[src/rtl/sw_debounce_4b.sv]
// Purpose: 2-flop synchronise and independently debounce four raw switch inputs, with per-bit change strobes.
// Latency: input steady from edge k gives a new a..d level at edge k+2+DEBOUNCE_CYCLES; strobe lasts one cycle.
// Backpressure: none; free-running conditioning stage with no ready input, so outputs are always valid.
module sw_debounce_4b #(
  parameter int CNT_W           = 16,
  parameter int DEBOUNCE_CYCLES = 50000
) (
  input  logic       clk,
  input  logic       rst_n,
  input  logic [3:0] sw_in,
  output logic       a,
  output logic       b,
  output logic       c,
  output logic       d,
  output logic [3:0] chg_mask,
  output logic       changed,
  output logic       busy
);

  // Last count value before a new level is accepted.
  localparam logic [CNT_W-1:0] CNT_LAST = CNT_W'(DEBOUNCE_CYCLES - 1);

  typedef enum logic {
    ST_STABLE   = 1'b0,
    ST_COUNTING = 1'b1
  } state_e;

  logic [3:0]       sync1_q;
  logic [3:0]       sync2_q;
  logic [3:0]       stable_q;
  logic [3:0]       stable_d;
  logic [3:0]       chg_q;
  logic [3:0]       chg_d;
  logic             changed_q;
  state_e           state_q [4];
  state_e           state_d [4];
  logic [CNT_W-1:0] cnt_q   [4];
  logic [CNT_W-1:0] cnt_d   [4];

  // Two-flop synchroniser; sw_in is asynchronous to clk, only sync2_q is used downstream.
  always_ff @(posedge clk or negedge rst_n) begin
    if (!rst_n) begin
      sync1_q <= '0;
      sync2_q <= '0;
    end else begin
      sync1_q <= sw_in;
      sync2_q <= sync1_q;
    end
  end

  // Next-state logic for the four identical per-bit debounce FSMs.
  always_comb begin
    stable_d = stable_q;
    chg_d    = '0;
    for (int i = 0; i < 4; i++) begin
      state_d[i] = state_q[i];
      cnt_d[i]   = cnt_q[i];
      case (state_q[i])
        ST_STABLE: begin
          if (sync2_q[i] != stable_q[i]) begin
            if (DEBOUNCE_CYCLES == 1) begin
              // A single matching cycle is enough: accept without counting.
              stable_d[i] = sync2_q[i];
              chg_d[i]    = 1'b1;
            end else begin
              cnt_d[i]   = CNT_W'(1);
              state_d[i] = ST_COUNTING;
            end
          end
        end
        ST_COUNTING: begin
          if (sync2_q[i] == stable_q[i]) begin
            // Input bounced back before qualifying: drop the attempt silently.
            cnt_d[i]   = '0;
            state_d[i] = ST_STABLE;
          end else if (cnt_q[i] == CNT_LAST) begin
            stable_d[i] = sync2_q[i];
            chg_d[i]    = 1'b1;
            cnt_d[i]    = '0;
            state_d[i]  = ST_STABLE;
          end else begin
            cnt_d[i] = cnt_q[i] + CNT_W'(1);
          end
        end
        default: begin
          cnt_d[i]   = '0;
          state_d[i] = ST_STABLE;
        end
      endcase
    end
  end

  // State, counter, stable-level and strobe registers; reset aborts any qualification in progress.
  always_ff @(posedge clk or negedge rst_n) begin
    if (!rst_n) begin
      stable_q  <= '0;
      chg_q     <= '0;
      changed_q <= 1'b0;
      for (int i = 0; i < 4; i++) begin
        state_q[i] <= ST_STABLE;
        cnt_q[i]   <= '0;
      end
    end else begin
      stable_q  <= stable_d;
      chg_q     <= chg_d;
      changed_q <= |chg_d;
      for (int i = 0; i < 4; i++) begin
        state_q[i] <= state_d[i];
        cnt_q[i]   <= cnt_d[i];
      end
    end
  end

  // Busy whenever any bit has a level change under qualification.
  always_comb begin
    busy = 1'b0;
    for (int i = 0; i < 4; i++) begin
      busy = busy | (|cnt_q[i]);
    end
  end

  assign a        = stable_q[3];
  assign b        = stable_q[2];
  assign c        = stable_q[1];
  assign d        = stable_q[0];
  assign chg_mask = chg_q;
  assign changed  = changed_q;

endmodule

[config.mk]
export PLATFORM = sky130hd
export DESIGN_NAME = sw_debounce_4b
export DESIGN_NICKNAME = d
export VERILOG_FILES = /design/src/rtl/sw_debounce_4b.sv
export SDC_FILE = /design/constraint.sdc
export NUM_CORES = 1
export LEC_CHECK = 0
export BUFFER_PORTS_ARGS = -buffer_cell sky130_fd_sc_hd__buf_4
export CAP_MARGIN = 40
export CORE_MARGIN = 5
export CORE_UTILIZATION = 45
export DETAILED_ROUTE_END_ITERATION = 10
export PLACE_DENSITY_LB_ADDON = 0.15
export SYNTH_ARGS = -nofsm -noshare
export SYNTH_HDL_FRONTEND = slang
export SYNTH_SLANG_ARGS = --single-unit
[constraint.sdc]
create_clock -name clk -period 4.3 [get_ports clk]
set_clock_uncertainty 0.2 [all_clocks]
set_input_delay 0.215 -clock clk [delete_from_list [all_inputs] [get_ports clk]]
set_output_delay 0.215 -clock clk [all_outputs]
set_load 0.01 [all_outputs]
==> out/qor.yml <==
design.portCount: 16
setup.worst_path.class: "register to output pin"
timing.rr.end: "cnt_q[58]$_DFFE_PN0P_"
crit_required_ps: 3880
power_dens_cells_nw_per_um2: 322.8
num_rows: 36
worst_r2r_startpoint: "cnt_q[55]$_DFFE_PN0P_"
seq_area_frac_synth: 0.4739
pwr-share-seq: 0.525
grt_overflow: 0
fin_nets: 518
timing_hold_violations_final: 0
ctsLongestPathBuffers: 2
dr.first_iter.drc_count: 217
maximum_capacitance_violations: 0
start_util: 0.4613
cts_root_buffer: "clkbuf_8"
p_switching_mw: 0.3956
vias: 3786
cp_data_arrival_time_ps: 2260
numPlacedInstances: 621
synth_seq_cells: 85
slew_violations: 0
post_synth.cell_area_avg_um2: 9.030
tightestPinTransition_ps: 768.1
p_comb_frac: 0.074
routed_wl_mm: 9.799
cts_inserted_buffers: 9
postLayoutSetupSlackWorst_ps: 1621
routabilityCongestion: 0.8574
synth_largest_type_area_fraction: 0.4739
post-dp-hpwl_mm: 6.688
grt_start_max_net_pins: 63
worst-r2r-setup-slack_ps: 1750
final_core_util: 0.5098
timing.max_slew.rel_slack: 0.4874
avgViaCountPerCell: 5.897
placeableCoreArea_um2: 9729
critical_path.endpoint_type: "output pin"
layout_min_cycle_time_ps: 2679
area_of_the_multi_input_gates_um2: 2187
worstSkewPairLatency_ps: 370
drtAntennaViolNets: 0
p_leak_nw: 2.014
area.growth.synth_to_final_pct: 10.51
holdCritPathClass: "primary input to asynchronous set/reset pin"
achievable-frequency_ghz: 0.3733
detail_route.wl_per_cell_um: 15.26
total_global_routing_track_utilization: 0.1775
synth_top_cell_by_area: "dfrtp_1"
path_max_fanout: 7
grt_setup_unrepaired: "false"
clock_sink_count: 85
p_total_mw: 1.601
critical_path.startpoint_type: "register"
yosysWarningCount: 0
p_int_mw: 1.205
die_area_um2: 12070
place_worst_setup_slack_ps: 1788
yosys.cell_types.count: 42
area.sequential_um2: 2127
switching_share_of_total_power: 0.2471
p_clk_frac: 0.400
die_boundary_height_um: 109.9
ant_diodes: 0
synthesis.instances: 497
resized_cells_post_cts: 0
synth_area_leaders: "dfrtp_1 (47%), a31oi_1 (5.4%), nand2_1 (5.4%)"
fillCellCount: 937
via_count_of_the_first_global_routing_pass: 3499
outcome: "finished clean"
final.setup.tns_ps: 0
worst_r2r_path_depth: 5
setup_violations: 0
io_buffers: 15
die_x_um: 109.9
ctsHtreeMaxLevel: 3
post-route-drc-count: 0
clk_transition_reported_paths_ps: 90
synth_cell_area_um2: 4488
initial_antenna_violation_count: 0
detail_route.first_pass.iterations: 5
ir_drop_v: 0.0001613
final_layout_size_suffix_gt1_frac: 0.1081
clock_tree_from_tritoncts: "done"
grt_pass1_wl_mm: 16.87
synth_nets: 511
post_layout_nonfiller_instances: 642
layout_worst_path_cycle_share: 0.6229
-- cell usage after synthesis --
cell,instances
a21oi_1,29
a22o_1,3
a31o_2,2
a31oi_1,39
a41oi_1,7
and2_1,8
and3_1,4
and4_1,4
buf_2,3
buf_6,2
buf_8,1
clkbuf_1,20
clkbuf_2,1
dfrtp_1,85
ha_1,8
inv_1,11
mux2_2,4
mux2i_1,5
nand2_1,64
nand3_1,35
nand4_1,20
nand4b_1,1
nor2_1,31
nor2_2,2
nor2b_1,3
nor3_1,19
nor4_1,12
nor4_4,3
o21a_1,5
o21ai_0,31
o221ai_1,1
o22a_1,1
o22ai_1,1
o311ai_0,1
o31ai_1,2
or2_2,8
or2b_1,1
or3_1,8
or4_1,3
or4_4,3
xnor2_1,2
xor2_1,4
-- cell type report --
type                       count  area share
inverter                      11    0.008325
sequential                    85      0.4289
multi-input combinational    374      0.4410
tap                          133     0.03355
clock inverter                 5     0.01690
clock buffer                  11     0.02851
timing repair buffer          23     0.04289
-- state kept, by name (all words and copies together) (netlist names) --
signal    flops
cnt_q        64
chg_mask      4
stable_q      4
state_q       4
sync1_q       4
sync2_q       4
changed       1
-- through the flow --
step           hold WS, ps  cell area [µm²]
4_1_cts              83.08             4960
3_5_place_dp        -53.62             4684
6_report             87.11             4960
2_1_floorplan       -280.6             4488
3_3_place_gp         124.6             4634
5_1_grt              106.3             4960
-- metal layers --
metal  track usage  share of wire  vias up
met5             0              0        -
met4       0.06857          0.011        0
met3       0.04404          0.038        6
met2        0.2712           0.48       79
met1        0.2426           0.47     1843
li1              -              -     1858
-- logic make-up after synthesis --
| group | count (synthesis) | share of synthesized area |
|---|---|---|
| flip-flops | 85 | 0.4739 |
| adder cells (fa/ha/maj) | 8 | 0.02230 |
| AO/OA/AOI/OAI | 122 | 0.1636 |
| multiplexers | 9 | 0.02119 |
| buffers and inverters | 38 | 0.03875 |
| XOR/XNOR | 6 | 0.01171 |
| AND/OR/NAND/NOR | 229 | 0.2685 |
-- layout by cell type (no fill, tap or decap), types with 4 or more instances in the layout --
cell type / n
buf_4: 15
and3_1: 4
mux2i_1: 5
nor2_1: 31
a31oi_1: 39
nor4_1: 12
and2_1: 8
nor3_1: 19
nand2_1: 64
nand3_1: 35
o21a_1: 5
ha_1: 8
and4_1: 4
or2_2: 8
dfrtp_1: 85
xor2_1: 4
mux2_2: 4
inv_1: 11
o21ai_0: 31
or3_1: 8
a21oi_1: 29
a41oi_1: 7
dlygate4sd3_1: 5
nand4_1: 20
clkbuf_8: 10
-- worst max-delay path: stages (launching register included) --
cell and delay, ps:
dfrtp_1 460, or4_4 570, nor4_1 480, nand3_1 210, buf_4 190
-- power groups by stage --
| stage | logic, mW | registers [mW] | clock network, mW |
|---|---|---|---|
| after floorplan | 0.0775 | 0.850 | 0 |
| after CTS | 0.121 | 0.842 | 0.664 |
| final | 0.119 | 0.841 | 0.641 |
| after global placement | 0.111 | 0.856 | 0 |
| after global routing | 0.139 | 0.847 | 0.697 |
| after detailed placement | 0.117 | 0.857 | 0 |
-- how the worst max path moves through the flow --
| stage | startpoint | endpoint | slack [ps] |
|---|---|---|---|
| 6_report | cnt_q[55]$_DFFE_PN0P_ | busy | 1620 |
| 5_1_grt | cnt_q[55]$_DFFE_PN0P_ | busy | 1600 |
| 4_1_cts | cnt_q[55]$_DFFE_PN0P_ | busy | 1670 |
| 3_5_place_dp | cnt_q[55]$_DFFE_PN0P_ | cnt_q[58]$_DFFE_PN0P_ | 1790 |
| 3_3_place_gp | cnt_q[16]$_DFFE_PN0P_ | cnt_q[22]$_DFFE_PN0P_ | 1670 |
| 2_1_floorplan | cnt_q[7]$_DFFE_PN0P_ | cnt_q[11]$_DFFE_PN0P_ | 2090 |
-- what timing repair did --
| item | 4_1_cts | 5_1_grt |
|---|---|---|
| setup endpoints to repair | 0 | 0 |
| hold buffers | 5 | 0 |
| setup buffers | 0 | 0 |
| hold endpoints to repair | 89 | 0 |
No activity file was read; power rests on OpenSTA's default activity.
